===== src/rtl/flash_pkg.sv =====
// Shared definitions for the flash word fetch block.
//   ADDR_W  : flash byte address width
//   WORD_W  : width of the packed output word
//   state_e : sequencer states of flash_word_fetch
package flash_pkg;

  localparam int ADDR_W = 24;
  localparam int WORD_W = 32;

  typedef enum logic [2:0] {
    ST_IDLE,
    ST_ISSUE,
    ST_GAP,
    ST_PUSH,
    ST_STALL
  } state_e;

endpackage


===== src/rtl/sync_fifo.sv =====
// Synchronous FIFO with a registered head word and an occupancy count.
// Ports:
//   clock, reset_n        : rising-edge clock, async active-low reset
//   push_i, push_data_i   : write request and data (ignored when full)
//   pop_i                 : read request (ignored when empty)
//   count_o               : number of stored entries
//   valid_o, head_o       : registered "not empty" flag and head entry
module sync_fifo #(
  parameter int WIDTH = 32,
  parameter int DEPTH = 4
) (
  input  logic                   clock,
  input  logic                   reset_n,
  input  logic                   push_i,
  input  logic [WIDTH-1:0]       push_data_i,
  input  logic                   pop_i,
  output logic [$clog2(DEPTH):0] count_o,
  output logic                   valid_o,
  output logic [WIDTH-1:0]       head_o
);

  localparam int AW = $clog2(DEPTH);
  localparam int CW = AW + 1;
  localparam logic [CW-1:0] FULL_C = CW'(DEPTH);

  logic [WIDTH-1:0] mem_q [DEPTH];
  logic [AW-1:0]    wr_ptr_q, wr_ptr_d;
  logic [AW-1:0]    rd_ptr_q, rd_ptr_d;
  logic [CW-1:0]    count_q, count_d;
  logic [WIDTH-1:0] head_q, head_d;
  logic             valid_q, valid_d;
  logic             push_ok, pop_ok;

  always_comb begin
    push_ok  = push_i && (count_q != FULL_C);
    pop_ok   = pop_i && (count_q != '0);
    wr_ptr_d = push_ok ? wr_ptr_q + AW'(1) : wr_ptr_q;
    rd_ptr_d = pop_ok ? rd_ptr_q + AW'(1) : rd_ptr_q;
    count_d  = count_q;
    if (push_ok && !pop_ok) begin
      count_d = count_q + CW'(1);
    end else if (!push_ok && pop_ok) begin
      count_d = count_q - CW'(1);
    end
    valid_d = (count_d != '0);
    // The next head is the entry being written this cycle when the FIFO
    // drains down to it (or was empty); otherwise it is already in memory.
    if (push_ok && (rd_ptr_d == wr_ptr_q)) begin
      head_d = push_data_i;
    end else begin
      head_d = mem_q[rd_ptr_d];
    end
  end

  always_ff @(posedge clock) begin
    if (push_ok) begin
      mem_q[wr_ptr_q] <= push_data_i;
    end
  end

  always_ff @(posedge clock or negedge reset_n) begin
    if (!reset_n) begin
      wr_ptr_q <= '0;
      rd_ptr_q <= '0;
      count_q  <= '0;
      head_q   <= '0;
      valid_q  <= 1'b0;
    end else begin
      wr_ptr_q <= wr_ptr_d;
      rd_ptr_q <= rd_ptr_d;
      count_q  <= count_d;
      head_q   <= head_d;
      valid_q  <= valid_d;
    end
  end

  assign count_o = count_q;
  assign valid_o = valid_q;
  assign head_o  = head_q;

endmodule


===== src/rtl/flash_word_fetch.sv =====
// Block reader in front of spi_wrapper: turns one (start address, word count)
// command into byte-read requests, packs returned bytes little-endian into
// 32-bit words and queues them in a FIFO for the consumer.
// Ports:
//   clock, reset_n                : rising-edge clock, async active-low reset
//   start_i, start_addr_i,
//   word_count_i                  : command strobe and operands
//   busy_o, done_o                : command in progress / completion pulse
//   flash_valid_o, flash_addr_o,
//   flash_ready_i, flash_rdata_i  : byte-read handshake with spi_wrapper
//   word_valid_o, word_data_o,
//   word_ready_i                  : output word stream (FIFO head)
module flash_word_fetch
  import flash_pkg::*;
#(
  parameter int FIFO_DEPTH = 4
) (
  input  logic              clock,
  input  logic              reset_n,
  input  logic              start_i,
  input  logic [ADDR_W-1:0] start_addr_i,
  input  logic [15:0]       word_count_i,
  output logic              busy_o,
  output logic              done_o,
  output logic              flash_valid_o,
  output logic [ADDR_W-1:0] flash_addr_o,
  input  logic              flash_ready_i,
  input  logic [7:0]        flash_rdata_i,
  output logic              word_valid_o,
  output logic [WORD_W-1:0] word_data_o,
  input  logic              word_ready_i
);

  localparam int CNT_W = $clog2(FIFO_DEPTH) + 1;
  localparam logic [CNT_W-1:0] FULL_C      = CNT_W'(FIFO_DEPTH);
  localparam logic [CNT_W-1:0] LAST_SLOT_C = CNT_W'(FIFO_DEPTH - 1);

  state_e            state_q, state_d;
  logic [ADDR_W-1:0] addr_q, addr_d;
  logic [1:0]        idx_q, idx_d;
  logic [15:0]       cnt_q, cnt_d;
  logic [WORD_W-1:0] lanes_q, lanes_d;
  logic              done_q, done_d;
  logic              busy_q, busy_d;
  logic              fvalid_q, fvalid_d;

  logic              push;
  logic              pop;
  logic              slot_free;
  logic [CNT_W-1:0]  fifo_count;

  assign pop       = word_valid_o & word_ready_i;
  assign slot_free = (fifo_count < FULL_C);

  always_comb begin
    state_d = state_q;
    addr_d  = addr_q;
    idx_d   = idx_q;
    cnt_d   = cnt_q;
    lanes_d = lanes_q;
    done_d  = 1'b0;
    push    = 1'b0;
    case (state_q)
      ST_IDLE: begin
        if (start_i) begin
          addr_d = start_addr_i;
          cnt_d  = word_count_i;
          idx_d  = 2'd0;
          if (word_count_i == '0) begin
            done_d = 1'b1;
          end else begin
            state_d = slot_free ? ST_ISSUE : ST_STALL;
          end
        end
      end
      ST_ISSUE: begin
        if (flash_ready_i) begin
          lanes_d[{idx_q, 3'b000} +: 8] = flash_rdata_i;
          addr_d = addr_q + ADDR_W'(1);
          idx_d  = idx_q + 2'd1;
          if (idx_q == 2'd3) begin
            state_d = ST_PUSH;
            // done_o is registered, so it is raised on entry to the last PUSH
            done_d  = (cnt_q == 16'd1);
          end else begin
            state_d = ST_GAP;
          end
        end
      end
      ST_GAP: begin
        state_d = ST_ISSUE;
      end
      ST_PUSH: begin
        push  = 1'b1;
        cnt_d = cnt_q - 16'd1;
        if (cnt_q == 16'd1) begin
          state_d = ST_IDLE;
        end else if ((fifo_count == LAST_SLOT_C) && !pop) begin
          // this push takes the last free slot: no room to reserve the next word
          state_d = ST_STALL;
        end else begin
          state_d = ST_ISSUE;
        end
      end
      ST_STALL: begin
        if (slot_free) begin
          state_d = ST_ISSUE;
        end
      end
      default: begin
        state_d = ST_IDLE;
      end
    endcase
    busy_d   = (state_d != ST_IDLE);
    fvalid_d = (state_d == ST_ISSUE);
  end

  always_ff @(posedge clock or negedge reset_n) begin
    if (!reset_n) begin
      state_q  <= ST_IDLE;
      addr_q   <= '0;
      idx_q    <= 2'd0;
      cnt_q    <= '0;
      lanes_q  <= '0;
      done_q   <= 1'b0;
      busy_q   <= 1'b0;
      fvalid_q <= 1'b0;
    end else begin
      state_q  <= state_d;
      addr_q   <= addr_d;
      idx_q    <= idx_d;
      cnt_q    <= cnt_d;
      lanes_q  <= lanes_d;
      done_q   <= done_d;
      busy_q   <= busy_d;
      fvalid_q <= fvalid_d;
    end
  end

  assign busy_o        = busy_q;
  assign done_o        = done_q;
  assign flash_valid_o = fvalid_q;
  assign flash_addr_o  = addr_q;

  sync_fifo #(
    .WIDTH (WORD_W),
    .DEPTH (FIFO_DEPTH)
  ) u_fifo (
    .clock       (clock),
    .reset_n     (reset_n),
    .push_i      (push),
    .push_data_i (lanes_q),
    .pop_i       (pop),
    .count_o     (fifo_count),
    .valid_o     (word_valid_o),
    .head_o      (word_data_o)
  );

endmodule


===== config.mk =====
export PLATFORM = sky130hd
export DESIGN_NAME = flash_word_fetch
export DESIGN_NICKNAME = d
export VERILOG_FILES = /design/src/rtl/flash_pkg.sv /design/src/rtl/sync_fifo.sv /design/src/rtl/flash_word_fetch.sv
export SDC_FILE = /design/constraint.sdc
export NUM_CORES = 1
export LEC_CHECK = 0
export CAP_MARGIN = 5
export CELL_PAD_IN_SITES_DETAIL_PLACEMENT = 2
export CELL_PAD_IN_SITES_GLOBAL_PLACEMENT = 2
export CORE_UTILIZATION = 38
export CTS_CLUSTER_SIZE = 16
export DETAILED_ROUTE_END_ITERATION = 8
export GPL_ROUTABILITY_DRIVEN = 0
export HOLD_SLACK_MARGIN = 0.05
export MAX_ROUTING_LAYER = met4
export PLACE_DENSITY = 0.9
export SLEW_MARGIN = 40
export SYNTH_ARGS = -nofsm -noshare
export SYNTH_HDL_FRONTEND = slang
export SYNTH_SLANG_ARGS = --single-unit

===== constraint.sdc =====
create_clock -name clock -period 3.08 [get_ports clock]
set_clock_uncertainty 0.2 [all_clocks]
set_input_delay 0.77 -clock clock [delete_from_list [all_inputs] [get_ports clock]]
set_output_delay 0.77 -clock clock [all_outputs]
set_load 0.01 [all_outputs]

# Word level (Yosys, flattened, before mapping)

Memory sizes are Yosys's and may differ from the RTL's. A register that Yosys moved wholly into a read port is not among the register bits.
Cells that the tools add are included.

Register bits: 88
RAM bits: 128
Input port bits: 53
Word-level logic and storage cells: 84
Memories kept: 1

Add/subtract/negate cells: 8
$lt $le $gt $ge: 1
Equal/unequal tests: 11
Shifts and indexed selects: 2
Multiplexer cells: 29
Bitwise gates (word level): 1
Reduce and logical (&&, ||, !) cells: 19

Memory list:

| name         | words | bits a word | rd ports | clocked after memory_dff | wr ports | line            | RTL |
|---|---|---|---|---|---|---|---|
| u_fifo.mem_q | 4     | 32          | 1        | 1                        | 1        | sync_fifo.sv:26 | `logic [WIDTH-1:0] mem_q [DEPTH];` |

Operators by type and width:

| cell                                                                    | count |
|---|---|
| 24-bit 2-to-1 mux                                                       | 2 |
| 24-bit case mux with 2 select lines                                     | 1 |
| 32-bit bitwise mux                                                      | 1 |
| 16-bit case mux with 2 select lines                                     | 1 |
| 8-bit by 7-bit variable shift with 32-bit output (first input constant) | 1 |
| 8-bit by 7-bit indexed part select with 32-bit output                   | 1 |
| 3-bit 2-to-1 mux                                                        | 9 |
| 24-bit by 1-bit adder with 24-bit output (second input constant)        | 1 |
| 16-bit by 1-bit == test with 1-bit output (second input constant)       | 1 |
| 16-bit zero test                                                        | 1 |
| 16-bit 2-to-1 mux                                                       | 1 |
| 16-bit by 1-bit subtractor with 16-bit output (second input constant)   | 1 |
| 3-bit case mux with 5 select lines                                      | 1 |
| 3-bit by 2-bit == test with 1-bit output (second input constant)        | 3 |
| 3-bit nonzero test                                                      | 3 |
| 1-bit 2-to-1 mux                                                        | 8 |
| 5-bit negator with 7-bit output                                         | 1 |
| 2-bit by 1-bit adder with 2-bit output (second input constant)          | 3 |
| 3-bit by 1-bit == test with 1-bit output (second input constant)        | 2 |
| 2-bit 2-to-1 mux                                                        | 3 |
| 1-bit logical AND                                                       | 5 |
| 1-bit zero test                                                         | 4 |
| 2-bit != test (second input constant)                                   | 2 |
| 2-bit case mux with 2 select lines                                      | 1 |
| other kinds (12)                                                        | 14 |

# Depth between registers and ports, before layout

Gate-level depths: netlist of run 1.

Depth in word-level cells: 8
Mapped depth: 9

# By module

From an unflattened synthesis of run 1, not the netlist that was laid out.

Cell total of the unflattened synthesis: 1243
Area, all modules: 12554.5 µm²

Modules (own cells, without submodules):

| module           | times used | cells each | area each (µm²) | seq. area each (µm²) |
|---|---|---|---|---|
| sync_fifo        | 1          | 779        | 8435.6          | 4844.6 |
| flash_word_fetch | 1          | 464        | 4119.0          | 2001.9 |

# Least setup slack after synthesis of run 1

No wires, ideal clock.

Path kind: input to register
Start point: input word_ready_i
End point: register u_fifo.head_q[10] (netlist: u_fifo.head_o[10]), read port of u_fifo.mem_q
Setup time: 125 ps
Arrival: 2328 ps
Data required time: 2755 ps
Path slack: 427 ps
Stages on the path: 7
Path buffers: 2
Cells stage by stage: and2_1 -> buf_2 -> a21oi_2 -> or4_4 -> a31oi_4 -> buf_6 -> mux2_2

Cells in the longest elaborated chain, start to end: 3

Ends and longest elaborated chain:

| what              | line                   | RTL |
|---|---|---|
| start, declared   | flash_word_fetch.sv:31 | `input logic word_ready_i` |
| 1-bit bitwise AND | flash_word_fetch.sv:52 | `assign pop = word_valid_o & word_ready_i;` |
| 1-bit logical AND | sync_fifo.sv:36        | `pop_ok = pop_i && (count_q != '0);` |
| 2-bit 2-to-1 mux  | sync_fifo.sv:38        | `rd_ptr_d = pop_ok ? rd_ptr_q + AW'(1) : rd_ptr_q;` |
| end, declared     | sync_fifo.sv:30        | `logic [WIDTH-1:0] head_q, head_d;` |

No other way between the ends.
A chain may end at the register's enable or synchronous reset.

# Worst setup path in the final report of run 1

Start point: register u_fifo.count_q[0] (netlist: u_fifo.count_o[0])
End point: register u_fifo.head_q[2] (netlist: u_fifo.head_o[2]), read port of u_fifo.mem_q

Cells in the longest elaborated chain, start to end: 3

Ends and longest elaborated chain:

| what                   | line            | RTL |
|---|---|---|
| start, declared        | sync_fifo.sv:29 | `logic [CW-1:0] count_q, count_d;` |
| start signal, assigned | sync_fifo.sv:71 | `count_q <= count_d;` |
| 3-bit nonzero test     | sync_fifo.sv:36 |  |
| 1-bit logical AND      | sync_fifo.sv:36 |  |
| 2-bit 2-to-1 mux       | sync_fifo.sv:38 |  |

No other way between the ends.

==> results.ini, run 1 <==
[critical_path]
max_stage_delay_ns=0.46
path_buf_inv=3
crit_chain=inv_1 > ha_1 > nand2b_1 > buf_4 > nand2_1 > buf_4 > a22o_1 > a22oi_1 > mux2_2
cp_top_family=buffers and inverters
critPathKind=reg2reg
cp.arrival_ns=3.22
slowest_stage=buf_4
crit_top_cell=buf_4
path_max_fanout=34
required_ns=3.38
regToRegSetupSlack_ns=0.17
crit_path_start_kind=flop
crit_path_end_kind=flop

[route]
wirelength_um=42500
drc=0
drt-met1-wl_um=17400
wl_met2_um=21800
highest_layer=met4
viasPerCell=6.18
drt_iter0_markers=742
wl_per_cell_um=26.9
drt_pass1_iterations=5
ant_nets=0
wl_met3_um=2010
num_vias=9777

[power_and_ir_drop]
power.density_mw_per_mm2=1050
irDropWorstVdd_uv=481
finalPower_uw=15200
leakage_uw=0.00541

[logic_synthesis]
synth-seq-cells=248
yosysTopAreaCell=edfxtp_1
synth_area_leaders=edfxtp_1, dfrtp_1, o21ai_0, nand2_1, mux2_2
yosysMostFrequentCell=edfxtp_1
netlist_instances=1060
yosys_warnings=0
synth_seq_area_share_pct=58.2
synth_nets=1129
synthFlopType=edfxtp_1
yosysUniqueCellTypes=55
avgSynthCellArea_um2=11.1
ys_async_sr_fraction_pct=48.4
netlist.area_leader.share_pct=32.7
syn-cell-area_mm2=0.0118
yosys-top-cells-count=edfxtp_1, dfrtp_1, nand2_1, o21ai_0, clkbuf_1
synth-edff-count=128

[timing]
fmax_mhz=343
hold_violations=0
setup_viol=0
setup_tns_ns=0
worst_pin_slew_ns=0.858
layout_setup_ws_ns=0.166
slew_headroom_pct=42.8
period_minus_slack_ns=2.91
fin_crit_sh_pct=94.6
slew_viol_final=0
rsz0062_at_grt=false

[worst_hold_path]
min_path_type=reg2reg

[floorplan]
core_area_mm2=0.0305
dieArea_mm2=0.0317
start_util_pct=38.6
pin_count=113
num_rows=64
dieWidth_um=178
die_h_um=178

[global_routing]
grt_max_degree=109
grt_overflow=0
first_global_vias=11154
grt_usage_pct=28.4
antenna_found_initial=2
grt_pass1_wl_um=66200

[run_status]
outcome=finished clean

[cells_and_area]
drive_gt1_share_pct=10.7
seqCellArea_mm2=0.00685
fin_area_mm2=0.0145
area_growth_pct=23.0
nNetsFinal=1229
multi_input_area_mm2=0.00454
instances_no_fill=1581
fill_cells=3097

[clocking]
clock_path_buffers=3
root_buffer=clkbuf_16
htree_levels=1
numCtsBuffers=29
clock_latency_ns=0.57
cts_tree=yes
clk_pin_slew_ns=0.06
clock-sinks=248

[flow_run]
drv_cap=0

[placement]
place_ws_ns=-0.328
dp.cells=1524
place_area_mm2=0.0134
dpl.hpwl_um=25100
port_buffers=112

==> cells in the final DEF (no fill, tap or decap), drive strengths merged, types with 4 or more instances in the layout <==
cell	count
buf	38
o21ai	111
a311oi	4
nor4	9
mux2	32
nor2	59
a22oi	33
xnor2	5
nand2b	6
a221o	4
clkdlybuf4s50	111
a21oi	42
o22ai	9
o211ai	39
clkinv	9
ha	16
a31oi	36
o2bb2ai	7
o311ai	5
nand4	4
and2	4
a41o	4
bufinv	5
clkbuf	38
a22o	32
edfxtp	128
nand2	113
inv	17
and3	13
nor3b	6
mux2i	35
dfrtp	120
nand3	13
nor3	45
==> path summary, 6_finish.rpt <==
path,from,end,depth (start not counted)
min in group asynchronous,reset_n,u_fifo.head_o[8],2
setup / recovery,u_fifo.count_o[0],u_fifo.head_o[2],9
hold / removal,cnt_q[9],cnt_q[9],1
hold reg to reg,cnt_q[9],cnt_q[9],1
max in group asynchronous,reset_n,lanes_q[29],3
setup reg to reg,u_fifo.count_o[0],u_fifo.head_o[2],9
==> registers in the layout (all words and copies together) (netlist names) <==
register and flops:
u_fifo.mem_q 128, u_fifo.valid_o 1, u_fifo.wr_ptr_q 2, done_o 1, u_fifo.head_o 32, busy_o 1, flash_addr_o 24, idx_q 2
cnt_q 16, state_q 3, u_fifo.count_o 3, flash_valid_o 1, u_fifo.rd_ptr_q 2, lanes_q 32
==> per-stage QoR <==
stage	hold WS [ns]	util (%)
after floorplan	0.270	-
after global placement	0.295	44.0
after detailed placement	0.314	44.0
after CTS	0.348	47.4
after global routing	0.361	47.4
final	0.346	47.4
==> per-layer routing <==
layer / track usage, % / up-vias
met2: 48.1 / 304
met4: 10.9 / 0
met5: - / -
met1: 33.5 / 5154
li1: - / 4214
met3: 4.95 / 105
==> cell type report <==
cell class	instances	share of cell area (%)
Tap cell	396	3.42
Timing Repair Buffer	150	10.3
Clock buffer	38	5.59
Multi-Input combinational cell	716	31.4
Antenna cell	2	0.0346
Sequential cell	248	47.3
Clock inverter	16	1.52
Inverter	15	0.389
==> report_power, final <==
| part | total, µW | internal [µW] | switching, µW | leakage [µW] |
|---|---|---|---|---|
| registers | 5380 | 4450 | 928 | 0.00266 |
| logic | 6060 | 2560 | 3500 | 0.00223 |
| clock network | 3740 | 2270 | 1460 | 0.000511 |
| total | 15200 | 9290 | 5890 | 0.00541 |
==> kinds of logic after synthesis <==
logic type	count (synthesis)	share of synthesized area (%)
DFF	248	58.2
and+or+nand+nor	285	11.2
AOI/OAI and AO/OA	340	18.9
xor gates and xnor gates	6	0.447
muxes	67	6.04
buffers and inverters	96	3.35
adders and majority gates	18	1.87
==> what timing repair did <==
| action | in CTS | in global routing |
|---|---|---|
| hold buffers | 1 | 0 |
| setup buffers | 0 | 0 |
| resized for setup | 0 | 1 |
| endpoints found under the hold margin | 42 | 0 |
| setup endpoints to repair | 0 | 1 |
Note: power is estimated with default switching activity, not from simulation.
==> run 2: changes to the inputs <==
- ABC_CLOCK_PERIOD_IN_PS: default -> 3080
- SKIP_LAST_GASP: default -> 1
==> results of run 2 <==
The final DEF is identical to that of run 1; final timing and power are the same.
==> run 3: changes to the inputs <==
- HOLD_SLACK_MARGIN: 0.05 -> 0.15
==> results of run 3 <==
The final DEF is identical to that of run 1; final timing and power are the same.
